`src/rtl/ram_arbiter_pkg.sv`:
```
//------------------------------------------------------------------------------
// ram_arbiter_pkg : shared types for the RAM arbiter (FSM states, owner codes).
// Revision: 1.0 - initial release
//------------------------------------------------------------------------------
`default_nettype none

package ram_arbiter_pkg;

    typedef enum logic [1:0] {
        S_IDLE = 2'd0,
        S_CPU  = 2'd1,
        S_LDR  = 2'd2
    } arb_state_t;

    // Owner codes double as the external grant encoding.
    typedef enum logic [1:0] {
        OWNER_NONE = 2'b00,
        OWNER_CPU  = 2'b01,
        OWNER_LDR  = 2'b10
    } arb_owner_t;

    localparam int CNT_WIDTH = 16;

endpackage

`default_nettype wire

```
`src/rtl/ram_arbiter_picker.sv`:
```
//------------------------------------------------------------------------------
// arb_rr_picker : two-way round-robin winner selection, purely combinational.
// Revision: 1.0 - initial release
//------------------------------------------------------------------------------
`default_nettype none

module arb_rr_picker
    import ram_arbiter_pkg::*;
(
    input  logic       cpu_eligible,
    input  logic       ldr_eligible,
    input  logic [1:0] last_grant,
    output logic [1:0] winner
);

    always_comb begin
        winner = OWNER_NONE;
        if (cpu_eligible && ldr_eligible) begin
            // On a tie the side that did not win last time goes first.
            winner = (last_grant == OWNER_CPU) ? OWNER_LDR : OWNER_CPU;
        end else if (cpu_eligible) begin
            winner = OWNER_CPU;
        end else if (ldr_eligible) begin
            winner = OWNER_LDR;
        end
    end

endmodule

`default_nettype wire

```
`src/rtl/ram_arbiter.sv`:
```
//------------------------------------------------------------------------------
// ram_arbiter : shares a single-port sync RAM between CPU and loader ports
//               using two-cycle transactions. Optional RAM_ARBITER_PERF_COUNT_EN
//               adds saturating per-requester grant counters.
// Revision: 1.0 - initial release
//------------------------------------------------------------------------------
`default_nettype none

module ram_arbiter
    import ram_arbiter_pkg::*;
#(
    parameter int DATA_WIDTH = 8,
    parameter int ADDR_WIDTH = 4
) (
    input  logic                  clk,
    input  logic                  reset,
    input  logic                  cpu_req,
    input  logic                  cpu_we,
    input  logic [ADDR_WIDTH-1:0] cpu_addr,
    input  logic [DATA_WIDTH-1:0] cpu_wdata,
    output logic [DATA_WIDTH-1:0] cpu_rdata,
    output logic                  cpu_ack,
    output logic                  cpu_stall,
    input  logic                  ldr_req,
    input  logic                  ldr_we,
    input  logic [ADDR_WIDTH-1:0] ldr_addr,
    input  logic [DATA_WIDTH-1:0] ldr_wdata,
    output logic [DATA_WIDTH-1:0] ldr_rdata,
    output logic                  ldr_ack,
    input  logic                  loader_mode,
    output logic                  ram_we,
    output logic [ADDR_WIDTH-1:0] ram_addr,
    output logic [DATA_WIDTH-1:0] ram_wdata,
    input  logic [DATA_WIDTH-1:0] ram_rdata,
`ifdef RAM_ARBITER_PERF_COUNT_EN
    input  logic                  count_clear,
    output logic [CNT_WIDTH-1:0]  cpu_grant_count,
    output logic [CNT_WIDTH-1:0]  ldr_grant_count,
`endif
    output logic [1:0]            grant
);

    arb_state_t state;
    logic [1:0] last_grant;
    logic [1:0] winner;
    logic       txn_we;

    arb_rr_picker u_picker (
        .cpu_eligible (cpu_req & ~loader_mode),
        .ldr_eligible (ldr_req),
        .last_grant   (last_grant),
        .winner       (winner)
    );

    always_ff @(posedge clk or negedge reset) begin
        if (!reset) begin
            state      <= S_IDLE;
            last_grant <= OWNER_LDR;
            txn_we     <= 1'b0;
            grant      <= OWNER_NONE;
            cpu_ack    <= 1'b0;
            ldr_ack    <= 1'b0;
        end else begin
            case (state)
                S_IDLE: begin
                    if (winner == OWNER_CPU) begin
                        state      <= S_CPU;
                        last_grant <= OWNER_CPU;
                        txn_we     <= cpu_we;
                        grant      <= OWNER_CPU;
                        cpu_ack    <= 1'b1;
                    end else if (winner == OWNER_LDR) begin
                        state      <= S_LDR;
                        last_grant <= OWNER_LDR;
                        txn_we     <= ldr_we;
                        grant      <= OWNER_LDR;
                        ldr_ack    <= 1'b1;
                    end
                end
                default: begin
                    state   <= S_IDLE;
                    grant   <= OWNER_NONE;
                    cpu_ack <= 1'b0;
                    ldr_ack <= 1'b0;
                end
            endcase
        end
    end

    // The RAM is only driven in S_IDLE; the write lands on the arbitration edge.
    always_comb begin
        ram_we    = 1'b0;
        ram_addr  = '0;
        ram_wdata = '0;
        if (state == S_IDLE) begin
            if (winner == OWNER_CPU) begin
                ram_we    = cpu_we;
                ram_addr  = cpu_addr;
                ram_wdata = cpu_wdata;
            end else if (winner == OWNER_LDR) begin
                ram_we    = ldr_we;
                ram_addr  = ldr_addr;
                ram_wdata = ldr_wdata;
            end
        end
        ram_we = ram_we & reset;
    end

    assign cpu_rdata = (cpu_ack && !txn_we) ? ram_rdata : '0;
    assign ldr_rdata = (ldr_ack && !txn_we) ? ram_rdata : '0;
    assign cpu_stall = cpu_req & ~cpu_ack;

`ifdef RAM_ARBITER_PERF_COUNT_EN
    localparam logic [CNT_WIDTH-1:0] CNT_MAX = '1;

    always_ff @(posedge clk or negedge reset) begin
        if (!reset) begin
            cpu_grant_count <= '0;
            ldr_grant_count <= '0;
        end else if (count_clear) begin
            cpu_grant_count <= '0;
            ldr_grant_count <= '0;
        end else if (state == S_IDLE) begin
            if (winner == OWNER_CPU && cpu_grant_count != CNT_MAX)
                cpu_grant_count <= cpu_grant_count + 1'b1;
            if (winner == OWNER_LDR && ldr_grant_count != CNT_MAX)
                ldr_grant_count <= ldr_grant_count + 1'b1;
        end
    end
`endif

endmodule

`default_nettype wire

```
`config.mk`:
```
export PLATFORM = sky130hd
export DESIGN_NAME = ram_arbiter
export DESIGN_NICKNAME = d
export VERILOG_FILES = /design/src/rtl/ram_arbiter_pkg.sv /design/src/rtl/ram_arbiter_picker.sv /design/src/rtl/ram_arbiter.sv
export SDC_FILE = /design/constraint.sdc
export NUM_CORES = 1
export LEC_CHECK = 0
export BUFFER_PORTS_ARGS = -buffer_cell sky130_fd_sc_hd__buf_2
export CAP_MARGIN = 30
export CORE_MARGIN = 2
export CORE_UTILIZATION = 37
export CTS_CLUSTER_SIZE = 20
export DETAILED_ROUTE_END_ITERATION = 7
export HOLD_SLACK_MARGIN = 0.08
export PLACE_DENSITY_LB_ADDON = 0.12
export RECOVER_POWER = 25
export SYNTH_ARGS = -nofsm -noshare
export SYNTH_HDL_FRONTEND = slang
export SYNTH_SLANG_ARGS = --single-unit
```
`constraint.sdc`:
```
create_clock -name clk -period 2.6 [get_ports clk]
set_input_delay 0.78 -clock clk [delete_from_list [all_inputs] [get_ports clk]]
set_output_delay 0.78 -clock clk [all_outputs]
set_load 0.01 [all_outputs]
```
==> results.md <==
Worst setup path:
- The critical path is of the in2out type.
- The startpoint kind of the worst setup timing path is a primary input.
- The worst setup path is captured at an output port.
- The data arrival at the endpoint of the critical path is 1.68 ns.
- The required time of the critical path is 1.82 ns.
- The maximum fanout along the worst path is 10.

Drt:
- For this run, the detailed router's first-pass iteration total came to 4.
- For this block, the routed nets add up to 2.52 mm of wire.
- Across all layers, the routed design uses 1022 vias.
- The mean number of vias per cell is 5.14.
- After detailed routing, the average wire length per cell comes to 12.6 um.
- The count of nets left with antenna violations once routing finished came out at 0.
- For this run, design rule violations remaining after detail routing come to 0.
- After the first detailed-routing iteration, the DRC count stood at 16.

Power:
- The completed layout was analyzed and its total power is 518 uW.
- The power per standard cell area is 428 mW/mm^2.
- The leakage component of the power is 0.649 nW.
- VDD sags by at most 0.000414 V.

Flow run:
- The max-capacitance violation count is 0.

Logic synthesis:
- After synthesis, the share of flip-flops with an asynchronous set or reset is 100%.
- The synthesized-area fraction occupied by ao, oa, aoi and oai cells is 36.1%.
- The commonest cells after synthesis are sky130_fd_sc_hd__and2_1, sky130_fd_sc_hd__nand3_1, sky130_fd_sc_hd__a21oi_2, sky130_fd_sc_hd__o211ai_2, sky130_fd_sc_hd__a21oi_1.
- Of the total synthesized cell area, the portion taken by full adders, half adders and majority gates is 0%.
- Counting every net in the synthesized netlist gives 137.
- Dividing the synthesized area by the synthesized cell count gives 8.25 um^2.
- The multiplexer fraction of the synthesized cell area is 0%.
- Of all cell types, the one taking the most synthesized area is sky130_fd_sc_hd__dfrtp_1.
- After synthesis, the netlist uses 30 different library cells.
- Of the total synthesized cell area, the portion taken by AND, OR, NAND and NOR gates is 31.6%.
- The leading cell type by number of instances after synthesis is sky130_fd_sc_hd__and2_1.
- Sequential elements use 21.8% of the synthesized area.
- The parity-gate share of the synthesized area counting xor and xnor cells is 0%.
- The register bit count reported by yosys is 7.
- Among all flip-flop cells after synthesis, the most frequent one is sky130_fd_sc_hd__dfrtp_1.
- In this run the cell area of the synthesized design comes to 808 um^2.
- The dominant combinational cell family by area after synthesis is compound AO/OA/AOI/OAI gates.
- Ranked by total cell area, the synthesized netlist is headed by sky130_fd_sc_hd__dfrtp_1, sky130_fd_sc_hd__and2_1, sky130_fd_sc_hd__o211ai_2.
- The number of cells produced by synthesis is 98.
- The number of warning messages in the yosys log is 0.
- The share of the synthesized area in the top cell type is 18.6%.
- The number of flops mapped to enable cells by yosys is 0.

Timing:
- The final critical-path setup slack is 0.143 ns.
- The number of hold-slack violations in the final timing report came to 0.
- Between clock sinks in the finished design, the worst skew comes to 0.00940 ns.
- For the pin with the worst max-slew slack, the measured transition is 0.460 ns.
- The relative slew slack is 69.0%.
- The period utilization is 94.5%.
- Adding up every negative setup slack in the final design gives 0 ns.
- Setup repair after global routing left no endpoint under its margin.
- Setup violations remaining at the end of the flow were counted as 0.
- The number of pins with negative max-slew slack in the final report was 0.
- Derived from the worst setup path, the maximum achievable clock frequency is 0.407 GHz.
- Across all hold checks on the routed design, the worst slack comes to 0.408 ns.
- The minimum clock period after layout is 2.46 ns.

Placed design:
- At the placement stage, the worst setup path has a slack of 0.142 ns.
- Detailed placement ended at an HPWL of 1.99 mm.
- The number of placed instances, taps included, is 195.
- The placed instances occupy a cell area of 0.00119 mm^2.
- The count of buffers from port buffering is 72.
- The final weighted congestion in routability-driven placement is 0.810.

Global route:
- Entering global routing, the biggest net connects 15 pins.
- The first global-routing pass estimated 4.02 mm of wire.
- The residual overflow from global routing is 0.
- The all-layer global routing usage is 20.0%.
- The number of antenna violations at the first check in global routing came to 0.
- The via count of the first global-routing pass is 923.

Floorplan:
- The area of the placeable core is 0.00200 mm^2.
- The number of rows in the core area is 16.
- The die outline area is 0.00257 mm^2.
- For this configuration, the core starts out at a cell density of 40.4%.
- In this run the horizontal extent of the chip is 50.7 um.
- The number of top-level pins is 73.
- The die height is 50.7 um.

Clock network:
- The clock tree root driver cell is sky130_fd_sc_hd__clkbuf_4.
- Post-CTS timing repair inserted 0 buffers for setup.
- The later pin in the worst-skew pair is clocked with a latency of 0.27 ns.
- The clock transition at the register clock pins on the worst setup and hold paths after CTS is 0.06 ns.
- The hold buffer count at cts is 0.
- After clock tree synthesis, the repair step resized 0 gates.
- The CTS buffer count is 3.
- The deepest level of the CTS H-tree is 1.
- TritonCTS built the clock tree.
- The clock passes through at most 2 buffers.
- Clock tree synthesis found a total of 7 sinks.

Status:
- The run finished with clean final reports.

Final layout:
- The area added between synthesis and finish is 49.7%.
- The net count of the finished layout is 212.
- The post-layout instance area is 0.00121 mm^2.
- At the end of the flow the core is filled with cells to 60.4%.
- Cells with a size suffix above 1 make up 57.0% of the layout.
- The non-filler instance count after layout is 199.
- The number of antenna diodes in the final layout is 0.

Hold path:
- The class of the tightest hold or removal check is in2async.
cell usage in the layout (no fill, tap or decap), types with 2 or more instances in the layout:
cell type	netlist	final
sky130_fd_sc_hd__and2_1	16	16
sky130_fd_sc_hd__dfrtp_1	6	6
sky130_fd_sc_hd__o211ai_1	5	5
sky130_fd_sc_hd__nor2_1	2	2
sky130_fd_sc_hd__a21oi_2	8	8
sky130_fd_sc_hd__inv_1	3	3
sky130_fd_sc_hd__buf_2	5	69
sky130_fd_sc_hd__o211ai_2	8	8
sky130_fd_sc_hd__clkbuf_1	1	4
sky130_fd_sc_hd__buf_4	1	7
sky130_fd_sc_hd__nand2_1	2	2
sky130_fd_sc_hd__clkbuf_4	0	3
sky130_fd_sc_hd__nand3_1	12	12
sky130_fd_sc_hd__and3b_1	2	2
sky130_fd_sc_hd__a21oi_1	7	7
sky130_fd_sc_hd__o21a_1	2	2
sky130_fd_sc_hd__nor2b_1	3	3
logic make-up after synthesis:
kind of cell           after synthesis
buffers and inverters               13
flip-flops                           7
AND/OR/NAND/NOR                     43
AO/OA/AOI/OAI                       35
path summary, 6_finish.rpt:
check,slack (ns),depth (start not counted),startpoint,end
hold / removal,0.41,1,reset,cpu_ack
max in group asynchronous,1.86,1,reset,last_grant[1]
setup / recovery,0.14,6,ldr_req,ram_addr[3]
min in group clk,0.47,2,last_grant[1],last_grant[1]
hold reg to reg,0.47,2,last_grant[1],last_grant[1]
setup reg to reg,1.22,4,state[1],txn_we
registers in the layout (all words and copies together) (netlist names):
signal and count:
ldr_ack 1, cpu_ack 1, last_grant 2, txn_we 1, state 2
power breakdown:
part / internal (mW) / switching (mW) / total [mW] / leakage, nW
clock network: 0.0590 / 0.0471 / 0.106 / 0.0150
registers: 0.132 / 0.0159 / 0.148 / 0.0855
logic: 0.120 / 0.143 / 0.263 / 0.548
per-layer routing:
metal | track usage, % | up-vias | part of all wire (%) | wire, um
met4 | 9.01 | 0 | 1.4 | 35
li1 | - | 498 | - | -
met2 | 33.6 | 63 | 48 | 1200
met5 | 0 | - | 0 | 0
met3 | 6.25 | 4 | 11 | 271
met1 | 23.2 | 457 | 40 | 1010
critical path: stages:
cell and delay (ns):
sky130_fd_sc_hd__buf_2 0.12, sky130_fd_sc_hd__and3b_1 0.18, sky130_fd_sc_hd__buf_4 0.20, sky130_fd_sc_hd__o211ai_1 0.10, sky130_fd_sc_hd__a21oi_1 0.15, sky130_fd_sc_hd__buf_2 0.15
final cells by class:
type | instances | area (um^2)
Fill cell | 203 | 792
Multi-Input combinational cell | 78 | 542
Timing Repair Buffer | 80 | 420
Sequential cell | 7 | 176
Tap cell | 27 | 33.8
Clock buffer | 4 | 26.3
Inverter | 3 | 11.3
No activity file was read; power rests on OpenSTA's default activity.
